===== config.mk =====
export PLATFORM = sky130hd
export DESIGN_NAME = tlbelo_csr_bank
export DESIGN_NICKNAME = d
export VERILOG_FILES = /design/src/rtl/tlbelo_csr_bank.sv
export SDC_FILE = /design/constraint.sdc
export NUM_CORES = 1
export LEC_CHECK = 0
export ABC_AREA = 1
export CAP_MARGIN = 40
export CELL_PAD_IN_SITES_DETAIL_PLACEMENT = 1
export CELL_PAD_IN_SITES_GLOBAL_PLACEMENT = 2
export CORE_MARGIN = 2
export CORE_UTILIZATION = 19
export CTS_BUF_LIST = sky130_fd_sc_hd__clkbuf_4 sky130_fd_sc_hd__clkbuf_8 sky130_fd_sc_hd__clkbuf_16
export CTS_CLUSTER_SIZE = 25
export DETAILED_ROUTE_END_ITERATION = 12
export PLACE_DENSITY = 0.84
export SKIP_LAST_GASP = 1
export SLEW_MARGIN = 10
export SYNTH_ARGS = -nofsm -noshare
export SYNTH_HDL_FRONTEND = slang
export SYNTH_SLANG_ARGS = --single-unit

===== constraint.sdc =====
create_clock -name clk -period 1.19 [get_ports clk]
set_clock_uncertainty 0.05 [all_clocks]
set_input_delay 0.238 -clock clk [delete_from_list [all_inputs] [get_ports clk]]
set_output_delay 0.238 -clock clk [all_outputs]
set_load 0.05 [all_outputs]

===== src/rtl/tlbelo_csr_bank.sv =====
`default_nettype none
// ============================================================================
// Module   : tlbelo_csr_bank
// Brief    : Bank of LoongArch32 TLBELO CSRs with masked CSR writes, TLBRD
//            load/clear, registered CSR read and TLB write-path field outputs.
// Revision : 1.0
// ============================================================================
module tlbelo_csr_bank #(
    parameter int          N_ELO    = 2,
    parameter int          PALEN    = 32,
    parameter logic [13:0] CSR_BASE = 14'h12
) (
    input  logic                          clk,
    input  logic                          rst_n,
    input  logic                          csr_re,
    input  logic                          csr_we,
    input  logic [13:0]                   csr_addr,
    input  logic [31:0]                   csr_wdata,
    input  logic [31:0]                   csr_wmask,
    output logic [31:0]                   csr_rdata,
    output logic                          csr_rvalid,
    input  logic                          tlbrd_en,
    input  logic                          tlbrd_e,
    input  logic [N_ELO*(PALEN-12)-1:0]   tlbrd_ppn,
    input  logic [N_ELO*6-1:0]            tlbrd_flags,
    input  logic                          tlbrd_g,
    output logic [N_ELO*(PALEN-12)-1:0]   elo_ppn,
    output logic [N_ELO*6-1:0]            elo_flags,
    output logic                          elo_g
);

    localparam int          c_PPN_W    = PALEN - 12;
    localparam logic [63:0] c_PPN_ONES = (64'd1 << c_PPN_W) - 64'd1;
    // V, D, PLV, MAT, G and the PPN field; bit 7 and bits above PPN stay zero
    localparam logic [31:0] c_WRITABLE = 32'h0000_007F | 32'(c_PPN_ONES << 8);

    logic [N_ELO-1:0][31:0] r_elo;
    logic [31:0]            r_rdata;
    logic                   r_rvalid;

    logic [N_ELO-1:0]       w_hit;
    logic [N_ELO-1:0][31:0] w_tlbrd_val;
    logic [N_ELO-1:0]       w_g;
    logic [31:0]            w_rd_mux;
    logic [31:0]            w_wmask;

    always_comb begin
        w_wmask  = csr_wmask & c_WRITABLE;
        w_rd_mux = '0;
        for (int k = 0; k < N_ELO; k++) begin
            w_hit[k]       = (csr_addr == CSR_BASE + 14'(k));
            w_tlbrd_val[k] = 32'({tlbrd_ppn[k*c_PPN_W +: c_PPN_W], 1'b0, tlbrd_g,
                                  tlbrd_flags[k*6 +: 6]});
            if (w_hit[k]) begin
                w_rd_mux = r_elo[k];
            end
        end
    end

    // TLBRD outranks a same-cycle CSR write
    always_ff @(posedge clk) begin
        if (!rst_n) begin
            r_elo <= '0;
        end else begin
            for (int k = 0; k < N_ELO; k++) begin
                if (tlbrd_en) begin
                    r_elo[k] <= tlbrd_e ? w_tlbrd_val[k] : 32'h0;
                end else if (csr_we && w_hit[k]) begin
                    r_elo[k] <= (r_elo[k] & ~w_wmask) | (csr_wdata & w_wmask);
                end
            end
        end
    end

    always_ff @(posedge clk) begin
        if (!rst_n) begin
            r_rdata  <= '0;
            r_rvalid <= 1'b0;
        end else begin
            r_rvalid <= csr_re;
            if (csr_re) begin
                r_rdata <= w_rd_mux;
            end
        end
    end

    generate
        for (genvar k = 0; k < N_ELO; k++) begin : g_elo_out
            assign elo_ppn[k*c_PPN_W +: c_PPN_W] = r_elo[k][PALEN-5:8];
            assign elo_flags[k*6 +: 6]           = r_elo[k][5:0];
            assign w_g[k]                        = r_elo[k][6];
        end
    endgenerate

    assign elo_g      = &w_g;
    assign csr_rdata  = r_rdata;
    assign csr_rvalid = r_rvalid;

endmodule
`default_nettype wire


==> impl_metrics.toml, run 1 <==
[detailed_routing]
wl_per_cell_um = 17.1
wl_um = 21600
drc = 0
drt_iter0_drc = 200
first_pass_iters = 4
viasPerCell = 4.30
antenna_left = 0
vias = 5435

[worst_setup_path]
path_buf_inv = 4
critPathMaxStageDelay_ns = 0.24
crit_chain = "buf_6 -> or2_4 -> nor2_4 -> buf_6 -> nand3_4 -> nand2_8 -> buf_6 -> buf_16 -> a21oi_2 -> nor2_1"
critPathMaxFanout = 7
worstPathRequired_ns = 1.40
crit_top_cell = "buf_6"
cp_slowest_cell = "or2_4"
start_kind = "input port"
cp-end-kind = "register"
critical_path_arrival_ns = 1.50
crit_type = "in -> reg"
critPathTopFamily = "simple AND/OR/NAND/NOR gates"

[place]
port_buffers = 212
dp_slack_ns = -0.681
dp_hpwl_um = 14100
post_dp_cell_area_sq_mm = 0.00810
placed_cells = 1226
gp_congestion = 0.723

[synthesis]
synth_top_family_by_area = "simple AND/OR/NAND/NOR gates"
ys_ff_latch = 83
avgSynthCellArea_sq_um = 6.70
synth_cell_types = 23
synth_nets = 888
synthAdderAreaFrac_pct = 0
netlist_instances = 751
yosysWarnings = 0
post_synth_xor_area_fraction_pct = 0
syn_area_sq_mm = 0.00503
yosysSeqAreaShare_pct = 33.0
synthMuxAreaShare_pct = 0
synth-simple-area-share_pct = 39.1
synth-compound-area-share_pct = 10.7

[floorplan]
die_x_um = 167
num_rows = 59
ios = 223
fp.dieH_um = 167
dieArea_sq_mm = 0.0278
initial_core_util_pct = 19.3
core_sq_mm = 0.0261

[clocking]
cts_tree = "done"
path_clk_slew_ns = 0.06
clk_latency_ns = 0.34
clockRootBuffer = "clkbuf_16"
clockBufferDepth = 2
numCtsBuffers = 9
numClockSinks = 83
htreeDepth = 3

[power_and_ir_drop]
power_frac_seq_pct = 35.0
p_sw_mw = 2.97
switching_share_pct = 31.8
power_mw = 9.34
p_int_mw = 6.37
power.density_mw_per_mm2 = 985
comb_power_share_pct = 32.3
leakage_nw = 4.44
ir_worst_vdd_mv = 0.650
p_clk_share_pct = 32.7

[cells_and_area]
area_growth_pct = 88.5
final_area_sq_mm = 0.00949
drive_above_1_share_pct = 44.4
nets = 1062
fill_cells = 2980
post-route-util_pct = 36.4
fin_cells = 1264

[timing]
maxSlewViolCount = 0
fin_crit_sh_pct = 109
relSlewSlack_pct = 80.3
setup_ws_ns = -0.102
clock.fmax_mhz = 774
fin_crit_ns = 1.29
timing_hold_violations_final = 0
worst_pin_slew_ns = 0.296
fin_hold_ws_ns = 0.311
setup_tns_ns = -2.53
setup_violations = 76
rsz0062_at_grt = "yes"

[grt]
grt_usage_pct = 15.3
gr-total-overflow = 0
grt_start_max_net_pins = 57
grt_pass1_vias = 5724
antenna_found_initial = 1
grt_first_pass_wirelength_um = 32900

[run]
cap_violations = 0

[min_path]
hp-class = "in -> reg"

[outcome]
failed_checks = "setup timing"
outcome = "finished with violations"
==> layer usage <==
metal  global-route usage [%]  part of all wire, %  up-vias
li1                         -                    -     2695
met1                     19.5                   46     2605
met2                     26.6                   50      122
met3                     2.47                  3.5       13
met4                     4.09                  1.1        0
met5                        0                    0        -
==> kinds of logic (layout without fill, tap and decap cells) <==
family	Yosys count	after routing
flops	83	83
compound gates	107	107
buf+inv	132	309
other cells	0	1
simple gates	429	429
==> cells in the mapped netlist <==
library cell | instances | area [sq um]
inv_1 | 33 | 124
clkinv_1 | 1 | 3.75
or2_2 | 27 | 169
nand2_1 | 150 | 563
nor2_1 | 143 | 537
or2_4 | 1 | 8.76
buf_6 | 13 | 146
buf_12 | 3 | 60.1
nand3_1 | 63 | 315
inv_2 | 1 | 3.75
buf_4 | 56 | 420
nand2_2 | 20 | 125
clkbuf_1 | 10 | 37.5
nand3_2 | 20 | 200
nand2_4 | 2 | 22.5
a21oi_1 | 106 | 531
buf_2 | 10 | 50.1
buf_1 | 5 | 18.8
dfxtp_1 | 83 | 1660
a32oi_1 | 1 | 8.76
and2_1 | 1 | 6.26
and2_4 | 1 | 8.76
nor2_4 | 1 | 11.3
==> power groups by stage <==
stage,Clock [mW],Sequential [mW],Combinational [mW]
after CTS,3.15,3.24,2.99
after detailed placement,0,3.27,2.75
after floorplan,0,3.29,1.38
after global routing,3.25,3.30,3.21
final,3.05,3.27,3.02
after global placement,0,3.27,2.72
==> flip-flops by register name (all words and copies together), names as in the netlist <==
signal,count
elo_ppn,40
csr_rvalid,1
csr_rdata,28
r_elo,2
elo_flags,12
==> final timing paths <==
check | start | end | slack (ns) | depth (start not counted)
worst max-delay path | csr_addr[11] | elo_flags[2] | -0.10 | 10
worst max register to register | r_elo[6] | csr_rdata[6] | 0.23 | 6
worst min register to register | elo_flags[3] | elo_flags[3] | 0.46 | 2
worst min-delay path | csr_re | csr_rdata[30] | 0.31 | 3
==> worst reg2reg max path: cells and delay by family, from the launching register on <==
family / cells / cell delay [ns]
buffers and inverters: 3 / 0.28
DFF: 1 / 0.33
and+or+nand+nor: 3 / 0.20
==> cell usage in the layout (no fill, tap or decap), types with 12 or more instances in the layout <==
cell type and instances:
nand2_4 35, buf_4 12, buf_12 105, nand3_2 55, clkdlybuf4s50_1 107, inv_1 30, dfxtp_2 63, nor2_1 138
dfxtp_4 15, nand2_1 127, a21oi_2 24, a21oi_1 81, nand3_1 25, or2_2 27
==> final cells by class <==
cell class                      count  area [sq um]  area share, %
Multi-Input combinational cell    536          3090           32.6
Clock buffer                       11           240           2.53
Sequential cell                    83          1800           18.9
Inverter                           35           136           1.44
Tap cell                          335           419           4.42
Clock inverter                      3          65.1          0.686
Timing Repair Buffer              260          3740           39.4
Antenna cell                        1          2.50         0.0264
==> timing repair <==
item / 4_1_cts / 5_1_grt
setup buffers: 15 / 2
hold buffers: 0 / 0
resized for setup: 193 / 104
pin swaps: 29 / 67
setup endpoints to repair: 150 / 105
cloned: 11 / 2
Note: power is estimated with default switching activity, not from simulation.
==> run 2: changes to the inputs <==
--- a/config.mk
+++ b/config.mk
@@ -15,8 +15,10 @@
 export CTS_CLUSTER_SIZE = 25
 export DETAILED_ROUTE_END_ITERATION = 12
 export PLACE_DENSITY = 0.84
+export SETUP_SLACK_MARGIN = 0.15
 export SKIP_LAST_GASP = 1
 export SLEW_MARGIN = 10
 export SYNTH_ARGS = -nofsm -noshare
 export SYNTH_HDL_FRONTEND = slang
 export SYNTH_SLANG_ARGS = --single-unit
+export TNS_END_PERCENT = 5
==> run 2 against run 1 <==
Net effect:
- the flow still finishes with violations (setup timing)
- hold slack lost 0.077 ns
- clock-buffer cell count is 1 higher
- maximum frequency rose by 0.38%
- power up 2.6%
- combinational power about the same
- flip-flop and latch count unchanged
- largest cell class unchanged
==> impl_metrics.toml, run 2 (synthesis results as in run 1) <==
[timing]
maxSlewViolCount = 0
relSlewSlack_pct = 76.2
fin_crit_sh_pct = 108
rsz0062_at_grt = "yes"
worst_pin_slew_ns = 0.357
setup_violations = 107
setup_ws_ns = -0.0968
timing_hold_violations_final = 0
clock.fmax_mhz = 777
fin_crit_ns = 1.29

[clocking]
numClockSinks = 83
cts_tree = "done"
cts_hold_buffers = 0
path_clk_slew_ns = 0.07
clockBufferDepth = 2
clockRootBuffer = "clkbuf_16"
clk_latency_ns = 0.35
numCtsBuffers = 9
htreeDepth = 3

[floorplan]
fp.dieH_um = 167
die_x_um = 167
num_rows = 59
core_sq_mm = 0.0261
initial_core_util_pct = 19.3
ios = 223
dieArea_sq_mm = 0.0278

[worst_setup_path]
reg2reg_to = "csr_rdata[8]"
critical_path_arrival_ns = 1.00
path_buf_inv = 2
critPathMaxFanout = 6
critPathTopFamily = "buffers and inverters"
start_kind = "register"
reg2reg_depth = 4
cp-startpoint = "csr_rdata[30]"
crit_type = "reg -> out"
rr_startpoint = "elo_ppn[20]"
worst-r2r-setup-slack_ns = 0.39
crit_chain = "buf_4 -> buf_12"
cp_slowest_cell = "dfxtp_1"
cp-end-kind = "output pin"
cp.depth = 2
critPathMaxStageDelay_ns = 0.31
worstPathRequired_ns = 0.90
cp-endpoint = "csr_rdata[7]"

[detailed_routing]
wl_per_cell_um = 16.4
viasPerCell = 4.26
vias = 5396
drc = 0
wl_um = 20800
first_pass_iters = 4
drt_iter0_drc = 177
antenna_left = 0

[outcome]
failed_checks = "setup timing"
outcome = "finished with violations"

[cells_and_area]
nets = 1063
final_common_cell = "nand2_1"
drive_above_1_share_pct = 29.4
post-route-util_pct = 34.6
layout_common_cells = "nand2_1 (148), nor2_1 (140), clkdlybuf4s50_1 (107), buf_12 (104), a21oi_1 (90)"
area_growth_pct = 79.0
largest_register_ffs = 40

[min_path]
hp-class = "in -> reg"

[power_and_ir_drop]
power.density_mw_per_mm2 = 1060
ir_worst_vdd_mv = 0.565
leakage_nw = 3.91

[place]
dp_slack_ns = -0.712
dp_hpwl_um = 14500
port_buffers = 212
gp_congestion = 0.733

[grt]
grt_usage_pct = 14.9
grt_start_max_net_pins = 29
grt_pass1_vias = 5609
grt_first_pass_wirelength_um = 32200
antenna_found_initial = 1
gr-total-overflow = 0

[run]
cap_violations = 0
## run 2: routing by layer
layer,wire (um),track usage (%),share of wire (%),up-vias
met5,0,0,0,-
met4,478,5.21,2.3,0
met3,910,2.76,4.4,24
met2,10300,25.9,49,125
met1,9160,18.4,44,2557
li1,-,-,-,2690
## run 2: what timing repair did
action | in CTS | in global routing
buffers inserted | 11 | 1
hold endpoints to repair | 0 | 0
gates cloned | 12 | 1
resized for setup | 76 | 20
endpoints found under the setup margin | 167 | 167
pin swaps | 18 | 16
## run 2: report_power, final
part	internal, mW	switching [mW]	total, mW
Clock	2.16	1.23	3.39
Sequential	2.96	0.250	3.21
Combinational	1.54	1.45	2.99
## run 2: stage by stage
stage	instance area (sq um)	power [mW]	std cells	hold WS, ns	setup TNS [ns]
detailed placement	8070	6.01	1226	0.466	-54.64
CTS	8970	9.68	1265	0.231	-6.23
floorplan	5050	4.66	751	0.424	-5.52
global route	9010	10.0	1267	0.268	-12.12
global placement	8070	5.99	1226	0.450	-51.72
finish	9010	9.58	1267	0.234	-4.34
## run 2: worst min path at each step
stage / startpoint / to / slack (ns) / cells after the start
2_1_floorplan: r_elo[6] / r_elo[6] / 0.42 / 2
3_3_place_gp: r_elo[6] / r_elo[6] / 0.45 / 2
3_5_place_dp: r_elo[6] / r_elo[6] / 0.47 / 2
4_1_cts: csr_re / csr_rdata[18] / 0.23 / 4
5_1_grt: csr_re / csr_rdata[18] / 0.27 / 4
6_report: csr_re / csr_rdata[18] / 0.23 / 4
## run 2: area by class of cell
| cell class | count | area (sq um) |
|---|---|---|
| diodes | 1 | 2.50 |
| clock buffers | 12 | 254 |
| clock inverters | 4 | 97.6 |
| fillers | 3039 | 17100 |
| inverters | 35 | 140 |
| multi-input cells | 536 | 2650 |
| flip-flops and latches | 83 | 1660 |
| well taps | 335 | 419 |
| repair buffers | 261 | 3780 |
## run 2: worst register-to-register path: cells and delay by family (launching register included)
kind	cells	cell delay, ns
buf+inv	1	0.04
flops	1	0.46
simple gates	3	0.20
==> run 3: changes to the inputs <==
==> constraint.sdc (replaced) <==
create_clock -name clk -period 1.19 [get_ports clk]
set_clock_uncertainty 0.05 [all_clocks]
set_input_delay 0.238 -clock clk [delete_from_list [all_inputs] [get_ports clk]]
set_output_delay 0.238 -clock clk [all_outputs]
set_load 0.01 [all_outputs]
==> run 3 against run 2 <==
Net effect:
- the run still ends with setup timing left
- clock-buffer cell count unchanged
- power shrank 17%
- first-iteration DRC count grew 7.3%
- routed wire length grew 1.9%
- critical endpoint is now csr_rdata[8]
- non-clock buffer count rose by 40
- design area is 7.7% lower
- combinational power down 27%
==> impl_metrics.toml, run 3 (synthesis results as in run 1) <==
[cells_and_area]
largest_register_ffs = 40
final_common_cell = "nand2_1"
layout_common_cells = "nand2_1 (146), nor2_1 (138), clkdlybuf4s50_1 (108), a21oi_1 (99), dfxtp_1 (79)"
area_growth_pct = 65.2
antennaDiodeCount = 0
multiInputGateArea_sq_mm = 0.00278
fin_cells = 1304
post-route-util_pct = 31.9
ff_latch_area_sq_mm = 0.00167
nets = 1103
drive_above_1_share_pct = 27.2
fill_cells = 3159

[detailed_routing]
first_pass_iters = 4
viasPerCell = 4.21
drc = 0
wl_per_cell_um = 16.3
drt_iter0_drc = 190
wl_um = 21200
antenna_left = 0
vias = 5491

[grt]
grt_pass1_vias = 5428
grt_start_max_net_pins = 39
gr-total-overflow = 0
grt_first_pass_wirelength_um = 29700
antenna_found_initial = 0
grt_usage_pct = 13.5

[clocking]
numClockSinks = 83
cts_tree = "done"
clk_latency_ns = 0.34
numCtsBuffers = 9
path_clk_slew_ns = 0.06
htreeDepth = 3
clockRootBuffer = "clkbuf_16"
clockBufferDepth = 2

[power_and_ir_drop]
comb_power_share_pct = 27.5
p_sw_mw = 2.30
power.density_mw_per_mm2 = 956
power_frac_seq_pct = 38.5
switching_share_pct = 28.9
p_clk_share_pct = 34.0
leakage_nw = 3.96
power_mw = 7.95
ir_worst_vdd_mv = 0.536
p_int_mw = 5.65

[timing]
rsz0062_at_grt = "yes"
relSlewSlack_pct = 79.8
timing_hold_violations_final = 0
setup_ws_ns = -0.0724
fin_crit_ns = 1.26
maxSlewViolCount = 0
setup_tns_ns = -2.66
fin_crit_sh_pct = 106
setup_violations = 94
worst_pin_slew_ns = 0.304
clock.fmax_mhz = 792

[outcome]
outcome = "finished with violations"
failed_checks = "setup timing"

[worst_setup_path]
cp_slowest_cell = "dfxtp_1"
critPathMaxFanout = 2
critPathMaxStageDelay_ns = 0.33
crit_type = "reg -> out"
critical_path_arrival_ns = 0.97
cp-end-kind = "output pin"
path_buf_inv = 1
critPathTopFamily = "flip-flops"
worst-r2r-setup-slack_ns = 0.35
worstPathRequired_ns = 0.90
crit_chain = "dlygate4sd2_1"
start_kind = "register"

[place]
dp_slack_ns = -0.729
port_buffers = 212
gp_congestion = 0.735
placed_cells = 1277
dp_hpwl_um = 14700

[min_path]
hp-class = "in -> reg"

[floorplan]
initial_core_util_pct = 19.3
num_rows = 59
dieArea_sq_mm = 0.0278
ios = 223
die_x_um = 167
core_sq_mm = 0.0261
fp.dieH_um = 167

[run]
cap_violations = 0
## run 3: cell count changes in the layout (fill, tap and decap cells not counted), sizes merged, moves of 4 or more
cell	change
clkbuf	+28
dlymetal6s2s	+18
dlygate4sd2	+14
clkdlybuf4s15	+42
bufbuf	-4
buf	-59
## run 3: stage by stage
step	hold slack, ns	instance area [sq um]
2_1_floorplan	0.424	5050
3_3_place_gp	0.481	7590
3_5_place_dp	0.484	7590
4_1_cts	0.323	7800
5_1_grt	0.348	8320
6_report	0.339	8320
## run 3: tightest hold or removal path, delay by kind of cell
kind | cells | cell delay, ns
simple gates | 2 | 0.11
buf+inv | 2 | 0.31
## run 3: layout make-up
cell class | count | area share, %
repair buffers | 301 | 36.5
clock inverters | 2 | 0.150
clock buffers | 12 | 3.13
multi-input cells | 536 | 33.4
flip-flops and latches | 83 | 20.1
inverters | 35 | 1.66
well taps | 335 | 5.04
## run 3: routing by layer
layer,wire length [um],track usage (%),part of all wire (%),vias up
met1,9600,16.9,45,2576
met4,458,4.50,2.2,0
li1,-,-,-,2770
met5,0,0,0,-
met3,740,2.28,3.5,26
met2,10400,23.7,49,119
## run 3: power by group through the flow
stage / registers, mW / logic, mW / clock network, mW
2_1_floorplan: 3.15 / 0.978 / 0
3_3_place_gp: 3.13 / 2.08 / 0
3_5_place_dp: 3.13 / 2.10 / 0
4_1_cts: 3.06 / 2.01 / 2.79
5_1_grt: 3.08 / 2.40 / 2.88
6_report: 3.06 / 2.19 / 2.70
## run 3: path summary, 6_finish.rpt
check | end | cells past startpoint | startpoint
worst min register to register | elo_ppn[3] | 2 | elo_ppn[3]
worst min-delay path | elo_flags[0] | 4 | rst_n
worst max register to register | csr_rdata[12] | 5 | elo_ppn[24]
worst max-delay path | csr_rdata[8] | 1 | csr_rdata[8]
## run 3: what timing repair did
action | CTS | global route
pin swaps | 0 | 18
setup endpoints to repair | 167 | 167
gates cloned | 0 | 10
setup buffers | 2 | 1
resized for setup | 106 | 159
hold buffers | 0 | 0
hold endpoints to repair | 0 | 0
